[config.mk]
export PLATFORM = sky130hd
export DESIGN_NAME = freq_adjust_receiver_flat
export DESIGN_NICKNAME = d
export VERILOG_FILES = /design/src/rtl/freq_adjust_pkg.sv /design/src/rtl/freq_adjust_receiver_if.sv /design/src/rtl/pin_sync.sv /design/src/rtl/freq_adjust_receiver.sv /design/src/flat_wrapper.sv
export SDC_FILE = /design/constraint.sdc
export NUM_CORES = 1
export LEC_CHECK = 0
export CORE_UTILIZATION = 55
export DETAILED_ROUTE_END_ITERATION = 8
export MAX_ROUTING_LAYER = met4
export PLACE_DENSITY_LB_ADDON = 0.12
export SLEW_MARGIN = 10
export SYNTH_ARGS = -nofsm -noshare
export SYNTH_HDL_FRONTEND = slang
export SYNTH_SLANG_ARGS = --single-unit
[constraint.sdc]
create_clock -name clk -period 7.1 [get_ports clk]
set_input_delay 1.42 -clock clk [delete_from_list [all_inputs] [get_ports clk]]
set_output_delay 1.42 -clock clk [all_outputs]
set_load 0.02 [all_outputs]
[src/rtl/freq_adjust_pkg.sv]
// Shared state encoding, default parameters and a saturating-count helper
// for the frequency-adjust pulse receiver.
package freq_adjust_pkg;

  typedef enum logic [1:0] {
    ST_IDLE,
    ST_MEASURE,
    ST_HOLDOFF,
    ST_WAIT_LOW
  } rxState_t;

  localparam int DEF_SYNC_STAGES = 2;
  localparam int DEF_MIN_PULSE   = 4;
  localparam int DEF_HOLDOFF     = 16;
  localparam int DEF_ACC_WIDTH   = 16;

  function automatic logic [7:0] satIncr(input logic [7:0] value, input logic [1:0] amount);
    logic [8:0] sum;
    sum = {1'b0, value} + {7'd0, amount};
    return (sum > 9'd255) ? 8'hFF : sum[7:0];
  endfunction

endpackage

[src/rtl/freq_adjust_receiver_if.sv]
// Pin, control and result bundle of the receiver; the block owns the results
// (slave), the surrounding logic drives the pins and clear (master).
interface freq_adjust_receiver_if
  import freq_adjust_pkg::*;
#(
   parameter int ACC_WIDTH = DEF_ACC_WIDTH
) ();

   logic                        finc;
   logic                        fdec;
   logic                        clear;
   logic                        step_valid;
   logic                        step_dir;
   logic signed [ACC_WIDTH-1:0] accum;
   logic [7:0]                  reject_count;
   logic                        conflict;

   modport master (
      output finc, fdec, clear,
      input  step_valid, step_dir, accum, reject_count, conflict
   );

   modport slave (
      input  finc, fdec, clear,
      output step_valid, step_dir, accum, reject_count, conflict
   );

endinterface

[src/rtl/pin_sync.sv]
// Single-bit multi-flop synchronizer bringing an asynchronous pin into clk.
module pin_sync
  import freq_adjust_pkg::*;
#(
   parameter int SYNC_STAGES = DEF_SYNC_STAGES
) (
   input  logic clk,
   input  logic rst,
   input  logic pin,
   output logic pinSync
);

   logic [SYNC_STAGES-1:0] stages;

   always_ff @(posedge clk or posedge rst) begin
      if (rst) stages <= '0;
      else     stages <= (stages << 1) | SYNC_STAGES'(pin);
   end

   assign pinSync = stages[SYNC_STAGES-1];

endmodule

[src/rtl/freq_adjust_receiver.sv]
// Qualifies FINC/FDEC pulses by width and holdoff, turning accepted pulses
// into step strobes and a saturating signed step accumulator.
module freq_adjust_receiver
  import freq_adjust_pkg::*;
#(
   parameter int SYNC_STAGES = DEF_SYNC_STAGES,
   parameter int MIN_PULSE   = DEF_MIN_PULSE,
   parameter int HOLDOFF     = DEF_HOLDOFF,
   parameter int ACC_WIDTH   = DEF_ACC_WIDTH
) (
   input logic             clk,
   input logic             rst,
   freq_adjust_receiver_if.slave bus
);

   localparam int WCNT_W = $clog2(MIN_PULSE + 1);
   localparam int HCNT_W = $clog2(HOLDOFF + 1);
   localparam logic signed [ACC_WIDTH-1:0] ACC_MAX = {1'b0, {(ACC_WIDTH-1){1'b1}}};
   localparam logic signed [ACC_WIDTH-1:0] ACC_MIN = {1'b1, {(ACC_WIDTH-1){1'b0}}};

   logic fincS, fdecS, fincQ, fdecQ;
   rxState_t state;
   logic dirLatch;
   logic [WCNT_W-1:0] widthCnt;
   logic [HCNT_W-1:0] holdCnt;
   logic stepValidR, stepDirR, conflictR;
   logic signed [ACC_WIDTH-1:0] accumR, nextAccum;
   logic [7:0] rejectCnt;
   logic selPin, otherPin;
   logic [1:0] riseCount;

   pin_sync #(.SYNC_STAGES(SYNC_STAGES)) u_syncInc (.clk(clk), .rst(rst), .pin(bus.finc), .pinSync(fincS));
   pin_sync #(.SYNC_STAGES(SYNC_STAGES)) u_syncDec (.clk(clk), .rst(rst), .pin(bus.fdec), .pinSync(fdecS));

   always_comb begin
      selPin    = dirLatch ? fincS : fdecS;
      otherPin  = dirLatch ? fdecS : fincS;
      riseCount = {1'b0, fincS & ~fincQ} + {1'b0, fdecS & ~fdecQ};
      nextAccum = accumR;
      if (dirLatch && accumR != ACC_MAX)       nextAccum = accumR + 1'b1;
      else if (!dirLatch && accumR != ACC_MIN) nextAccum = accumR - 1'b1;
   end

   always_ff @(posedge clk or posedge rst) begin
      if (rst) begin
         state      <= ST_IDLE;
         fincQ      <= 1'b0;
         fdecQ      <= 1'b0;
         dirLatch   <= 1'b0;
         widthCnt   <= '0;
         holdCnt    <= '0;
         stepValidR <= 1'b0;
         stepDirR   <= 1'b0;
         accumR     <= '0;
         rejectCnt  <= '0;
         conflictR  <= 1'b0;
      end else begin
         stepValidR <= 1'b0;
         fincQ      <= fincS;
         fdecQ      <= fdecS;
         unique case (state)
            ST_IDLE: begin
               if (fincS && fdecS) begin
                  conflictR <= 1'b1;
                  state     <= ST_WAIT_LOW;
               end else if (fincS || fdecS) begin
                  dirLatch <= fincS;
                  widthCnt <= WCNT_W'(1);
                  state    <= ST_MEASURE;
               end
            end
            ST_MEASURE: begin
               if (otherPin) begin
                  conflictR <= 1'b1;
                  state     <= ST_WAIT_LOW;
               end else if (selPin) begin
                  if (int'(widthCnt) < MIN_PULSE) widthCnt <= widthCnt + 1'b1;
               end else if (int'(widthCnt) >= MIN_PULSE) begin
                  stepValidR <= 1'b1;
                  stepDirR   <= dirLatch;
                  accumR     <= nextAccum;
                  holdCnt    <= '0;
                  state      <= ST_HOLDOFF;
               end else begin
                  rejectCnt <= satIncr(rejectCnt, 2'd1);
                  state     <= ST_IDLE;
               end
            end
            ST_HOLDOFF: begin
               rejectCnt <= satIncr(rejectCnt, riseCount);
               if (int'(holdCnt) == HOLDOFF - 1) state <= (fincS || fdecS) ? ST_WAIT_LOW : ST_IDLE;
               else                              holdCnt <= holdCnt + 1'b1;
            end
            ST_WAIT_LOW: begin
               if (!fincS && !fdecS) state <= ST_IDLE;
            end
            default: state <= ST_IDLE;
         endcase
         // NOTE: placed after the FSM so its non-blocking writes override any
         // same-cycle accept/reject update; step strobe and state are untouched.
         if (bus.clear) begin
            accumR    <= '0;
            rejectCnt <= '0;
            conflictR <= 1'b0;
         end
      end
   end

   assign bus.step_valid   = stepValidR;
   assign bus.step_dir     = stepDirR;
   assign bus.accum        = accumR;
   assign bus.reject_count = rejectCnt;
   assign bus.conflict     = conflictR;

endmodule
[src/flat_wrapper.sv]
// flat-port wrapper written by rule: the top's interface ports become plain ports
module freq_adjust_receiver_flat import freq_adjust_pkg::*;
#(
   parameter int SYNC_STAGES = DEF_SYNC_STAGES,
   parameter int MIN_PULSE   = DEF_MIN_PULSE,
   parameter int HOLDOFF     = DEF_HOLDOFF,
   parameter int ACC_WIDTH   = DEF_ACC_WIDTH
)
  (clk, rst, bus_finc, bus_fdec, bus_clear, bus_step_valid, bus_step_dir, bus_accum, bus_reject_count, bus_conflict);
  freq_adjust_receiver_if #(.ACC_WIDTH(ACC_WIDTH)) bus_i ();
  input logic clk;
  input logic rst;
  input wire logic [$bits(bus_i.finc)-1:0] bus_finc;
  input wire logic [$bits(bus_i.fdec)-1:0] bus_fdec;
  input wire logic [$bits(bus_i.clear)-1:0] bus_clear;
  output wire logic [$bits(bus_i.step_valid)-1:0] bus_step_valid;
  output wire logic [$bits(bus_i.step_dir)-1:0] bus_step_dir;
  output wire logic [$bits(bus_i.accum)-1:0] bus_accum;
  output wire logic [$bits(bus_i.reject_count)-1:0] bus_reject_count;
  output wire logic [$bits(bus_i.conflict)-1:0] bus_conflict;
  assign bus_i.finc = bus_finc;
  assign bus_i.fdec = bus_fdec;
  assign bus_i.clear = bus_clear;
  assign bus_step_valid = bus_i.step_valid;
  assign bus_step_dir = bus_i.step_dir;
  assign bus_accum = bus_i.accum;
  assign bus_reject_count = bus_i.reject_count;
  assign bus_conflict = bus_i.conflict;
  freq_adjust_receiver #(.SYNC_STAGES(SYNC_STAGES), .MIN_PULSE(MIN_PULSE), .HOLDOFF(HOLDOFF), .ACC_WIDTH(ACC_WIDTH)) u_core (.clk(clk), .rst(rst), .bus(bus_i));
endmodule
==> flow_results.xml <==
<?xml version="1.0" encoding="UTF-8"?>
<metrics>
  <group name="run_status">
    <metric name="status" unit="">finished, final reports clean</metric>
  </group>
  <group name="route">
    <metric name="dr_total_vias" unit="">2837</metric>
    <metric name="route.met3.wl" unit="µm">240</metric>
    <metric name="met2_length" unit="mm">3.66</metric>
    <metric name="detail_route.wl_per_cell" unit="µm">15.6</metric>
    <metric name="route.detailed.vias_per_inst" unit="">6.06</metric>
    <metric name="m1_wl" unit="mm">3.33</metric>
    <metric name="highest_layer" unit="">met4</metric>
    <metric name="drtPass1Iterations" unit="">4</metric>
    <metric name="wirelength" unit="mm">7.30</metric>
    <metric name="drc" unit="">0</metric>
    <metric name="detail_route.iter0.violations" unit="">191</metric>
    <metric name="drt.antenna.violating_nets" unit="">0</metric>
  </group>
  <group name="cts">
    <metric name="clock_tree.htree_level_count" unit="">2</metric>
    <metric name="cts_hold_repair.buffers" unit="">0</metric>
    <metric name="post_cts_repair_timing_setup_buffer_count" unit="">0</metric>
    <metric name="clk_path_buf_depth" unit="">2</metric>
    <metric name="clk_transition_reported_paths" unit="ps">90</metric>
    <metric name="clock_insertion_delay_at_the_later_pin_of_the_skew_report" unit="ps">300</metric>
    <metric name="cts_root_buffer" unit="">sky130_fd_sc_hd__clkbuf_8</metric>
    <metric name="tritoncts" unit="">done</metric>
    <metric name="cts_sinks" unit="">44</metric>
    <metric name="cts_made_buffers" unit="">5</metric>
    <metric name="cts_resized" unit="">0</metric>
  </group>
  <group name="synth">
    <metric name="synth_warnings" unit="">0</metric>
    <metric name="synth_fp_nets" unit="">399</metric>
    <metric name="synth-edff-count" unit="">0</metric>
    <metric name="ys_seq_area_share" unit="%">34.3</metric>
    <metric name="synthDistinctLibCells" unit="">64</metric>
    <metric name="postSynthCellCount" unit="">367</metric>
    <metric name="top_ff_cell_synth" unit="">sky130_fd_sc_hd__dfrtp_1</metric>
    <metric name="synth_area" unit="µm²">3210</metric>
    <metric name="synth.ff_latch_count" unit="">44</metric>
    <metric name="synth_async_sr_flop_share" unit="%">100</metric>
    <metric name="syn_avg_cell_area" unit="µm²">8.74</metric>
  </group>
  <group name="power">
    <metric name="switching_power" unit="mW">0.442</metric>
    <metric name="p_leak" unit="nW">1.54</metric>
    <metric name="clkPwrFrac" unit="%">19.3</metric>
    <metric name="internal-power" unit="mW">0.587</metric>
    <metric name="power_density" unit="nW/µm²">280</metric>
    <metric name="post-layout-total-power" unit="mW">1.03</metric>
    <metric name="proportion_of_total_power_due_to_net_switching" unit="%">43.0</metric>
    <metric name="pwr-share-comb" unit="%">46.4</metric>
    <metric name="p_seq_share" unit="%">34.3</metric>
    <metric name="worst_ir_drop_vdd" unit="V">0.000144</metric>
  </group>
  <group name="grt">
    <metric name="grtUsageTotal" unit="%">26.8</metric>
    <metric name="grt_max_degree" unit="">45</metric>
    <metric name="overflow" unit="">0</metric>
    <metric name="vias_in_the_first_global_route" unit="">2730</metric>
    <metric name="antenna_found_initial" unit="">0</metric>
    <metric name="grt_first_pass_wirelength" unit="mm">12.8</metric>
  </group>
  <group name="final_layout">
    <metric name="fraction_of_final_layout_cells_with_drive_strength_greater_than_1" unit="%">6.31</metric>
    <metric name="layout_common_cells" unit="">sky130_fd_sc_hd__dfrtp_1, sky130_fd_sc_hd__nand2_1, sky130_fd_sc_hd__o21ai_0, sky130_fd_sc_hd__clkdlybuf4s50_1, sky130_fd_sc_hd__a21oi_1</metric>
    <metric name="antenna_cells" unit="">0</metric>
    <metric name="fillers" unit="">491</metric>
    <metric name="layout-area-overhead-vs-synth" unit="%">14.4</metric>
    <metric name="final_util" unit="%">65.8</metric>
    <metric name="fin_nets" unit="">427</metric>
    <metric name="mostFrequentLayoutCell" unit="">sky130_fd_sc_hd__dfrtp_1</metric>
  </group>
  <group name="worst_setup_path">
    <metric name="setup.worst_path.end_class" unit="">flip-flop</metric>
    <metric name="path_buf_inv" unit="">0</metric>
    <metric name="worst_path_max_delay_cell" unit="">sky130_fd_sc_hd__dfrtp_1</metric>
    <metric name="worst-path-max-fanout" unit="">15</metric>
    <metric name="cell_by_cell_listing_of_the_critical_path" unit="">nand4b_1, nor4_2, nand2b_2, ha_1, nor2b_1, o31ai_1, a211oi_1, o41ai_1, nor4_1, a221o_1</metric>
    <metric name="cpPeakStageDelay" unit="ps">490</metric>
    <metric name="crit_family" unit="">compound AO/OA/AOI/OAI gates</metric>
    <metric name="cp_required" unit="ps">7290</metric>
    <metric name="critPathArrivalTime" unit="ps">3580</metric>
    <metric name="setup.worst_path.class" unit="">flip-flop to flip-flop</metric>
    <metric name="startpoint_type" unit="">flip-flop</metric>
  </group>
  <group name="floorplanning">
    <metric name="die_area" unit="µm²">6140</metric>
    <metric name="die_y" unit="µm">78.4</metric>
    <metric name="io_pins" unit="">32</metric>
    <metric name="floorplan.initialDensity" unit="%">57.5</metric>
    <metric name="dieWidth" unit="µm">78.4</metric>
    <metric name="num_rows" unit="">27</metric>
    <metric name="fp.coreArea" unit="µm²">5570</metric>
  </group>
  <group name="sta">
    <metric name="timing.slew.headroom" unit="%">30.7</metric>
    <metric name="worst-slew-pin-transition" unit="ps">1030</metric>
    <metric name="setup_slack" unit="ps">3710</metric>
    <metric name="rsz0062_at_grt" unit="">false</metric>
    <metric name="setup_tns" unit="ps">0</metric>
    <metric name="achievable-frequency" unit="GHz">0.295</metric>
    <metric name="finalWorstPathRequiredPeriod" unit="ps">3390</metric>
    <metric name="hold_violations" unit="">0</metric>
    <metric name="setup_viols_final" unit="">0</metric>
    <metric name="skew" unit="ps">5.45</metric>
    <metric name="post-route-period-util" unit="%">47.8</metric>
    <metric name="final_max_slew_viol_count" unit="">0</metric>
  </group>
  <group name="run">
    <metric name="maxCapViolCount" unit="">0</metric>
  </group>
  <group name="placed_design">
    <metric name="dpl_worst_slack" unit="ps">3610</metric>
    <metric name="dpl.hpwl" unit="mm">5.22</metric>
    <metric name="place_congestion" unit="">0.881</metric>
    <metric name="portBuffers" unit="">31</metric>
  </group>
  <group name="worst_hold_path">
    <metric name="hold_path_class" unit="">flip-flop to flip-flop</metric>
  </group>
</metrics>
-- metrics by stage --
step	hold slack [ps]	instances	cell area (µm²)
CTS	355	468	3670
finish	351	468	3670
global route	369	468	3670
global placement	335	460	3560
floorplan	331	367	3210
detailed placement	335	460	3560
-- logic make-up after synthesis --
logic type,count (synthesis),share of synthesized area [%]
muxes,5,1.64
AOI/OAI and AO/OA,127,25.8
xor gates and xnor gates,12,3.28
DFF,44,34.3
adders and majority gates,27,11.0
buffers and inverters,27,3.51
and+or+nand+nor,125,20.5
-- routing by layer --
metal  global-route usage, %  vias up
li1                        -     1404
met1                    34.0     1365
met2                    44.6       62
met3                    3.26        6
met4                    8.89        0
met5                       -        -
-- sequential cells by signal (all words and copies together) (netlist names) --
name and cells:
u_core.dirLatch 1, u_core.bus.step_dir 1, u_core.widthCnt 3, u_core.bus.reject_count 8
u_core.holdCnt 5, u_core.u_syncInc.stages 2, u_core.fincQ 1, u_core.state 2
u_core.bus.accum 16, u_core.bus.step_valid 1, u_core.bus.conflict 1, u_core.fdecQ 1
u_core.u_syncDec.stages 2
-- cell type report --
| type | count | area (µm²) | area share [%] |
|---|---|---|---|
| multi-input combinational | 296 | 1990 | 54.3 |
| inverter | 17 | 63.8 | 1.74 |
| tap | 72 | 90.1 | 2.45 |
| sequential | 44 | 1100 | 30.0 |
| timing repair buffer | 31 | 310 | 8.46 |
| clock buffer | 5 | 68.8 | 1.88 |
| clock inverter | 3 | 42.5 | 1.16 |
-- path summary, 6_finish.rpt --
kind	depth (start not counted)	slack, ps	from	end
max	10	3710	u_core.bus.accum[0]	u_core.bus.accum[12]
min reg2reg	0	350	u_core.u_syncDec.stages[0]	u_core.u_syncDec.stages[1]
min	0	350	u_core.u_syncDec.stages[0]	u_core.u_syncDec.stages[1]
min in group asynchronous	2	1620	rst	u_core.bus.reject_count[5]
max in group asynchronous	2	4900	rst	u_core.bus.accum[3]
max reg2reg	10	3710	u_core.bus.accum[0]	u_core.bus.accum[12]
-- power groups by stage --
stage	clock (mW)	combinational (mW)	sequential [mW]
after floorplan	0	0.339	0.362
after global placement	0	0.462	0.355
after detailed placement	0	0.475	0.357
after CTS	0.203	0.477	0.353
after global routing	0.214	0.540	0.362
final	0.199	0.477	0.353
-- synthesized netlist by cell type, types with 3 or more instances --
cell type                  instances  area share, %
sky130_fd_sc_hd__nand4_1           5           0.98
sky130_fd_sc_hd__nand2b_1          5           0.98
sky130_fd_sc_hd__o21a_1            4           0.94
sky130_fd_sc_hd__o21ai_1           6           0.94
sky130_fd_sc_hd__dfrtp_1          44             34
sky130_fd_sc_hd__o31a_1            4            1.1
sky130_fd_sc_hd__a21o_1           10            2.3
sky130_fd_sc_hd__and3_1            4           0.78
sky130_fd_sc_hd__nor2_1           27            3.2
sky130_fd_sc_hd__clkbuf_1          5           0.59
sky130_fd_sc_hd__nand3_1          16            2.5
sky130_fd_sc_hd__ha_1             25            9.8
sky130_fd_sc_hd__a21oi_1          30            4.7
sky130_fd_sc_hd__a21oi_2           3           0.82
sky130_fd_sc_hd__xnor2_1           6            1.6
sky130_fd_sc_hd__o21ai_0          32            5.0
sky130_fd_sc_hd__nor2b_1           3           0.59
sky130_fd_sc_hd__a211oi_1          6            1.4
sky130_fd_sc_hd__buf_2             3           0.47
sky130_fd_sc_hd__a22o_1            6            1.6
sky130_fd_sc_hd__xor2_1            6            1.6
sky130_fd_sc_hd__inv_1            16            1.9
sky130_fd_sc_hd__and2_1            3           0.59
sky130_fd_sc_hd__nor4_1            4           0.78
sky130_fd_sc_hd__or3_1             5           0.98
sky130_fd_sc_hd__o31ai_1           3           0.70
sky130_fd_sc_hd__mux2i_1           3           0.94
sky130_fd_sc_hd__nand2_1          32            3.7
sky130_fd_sc_hd__a31oi_1           5           0.98
sky130_fd_sc_hd__nor3_1            4           0.62
No activity file was read; power rests on OpenSTA's default activity.
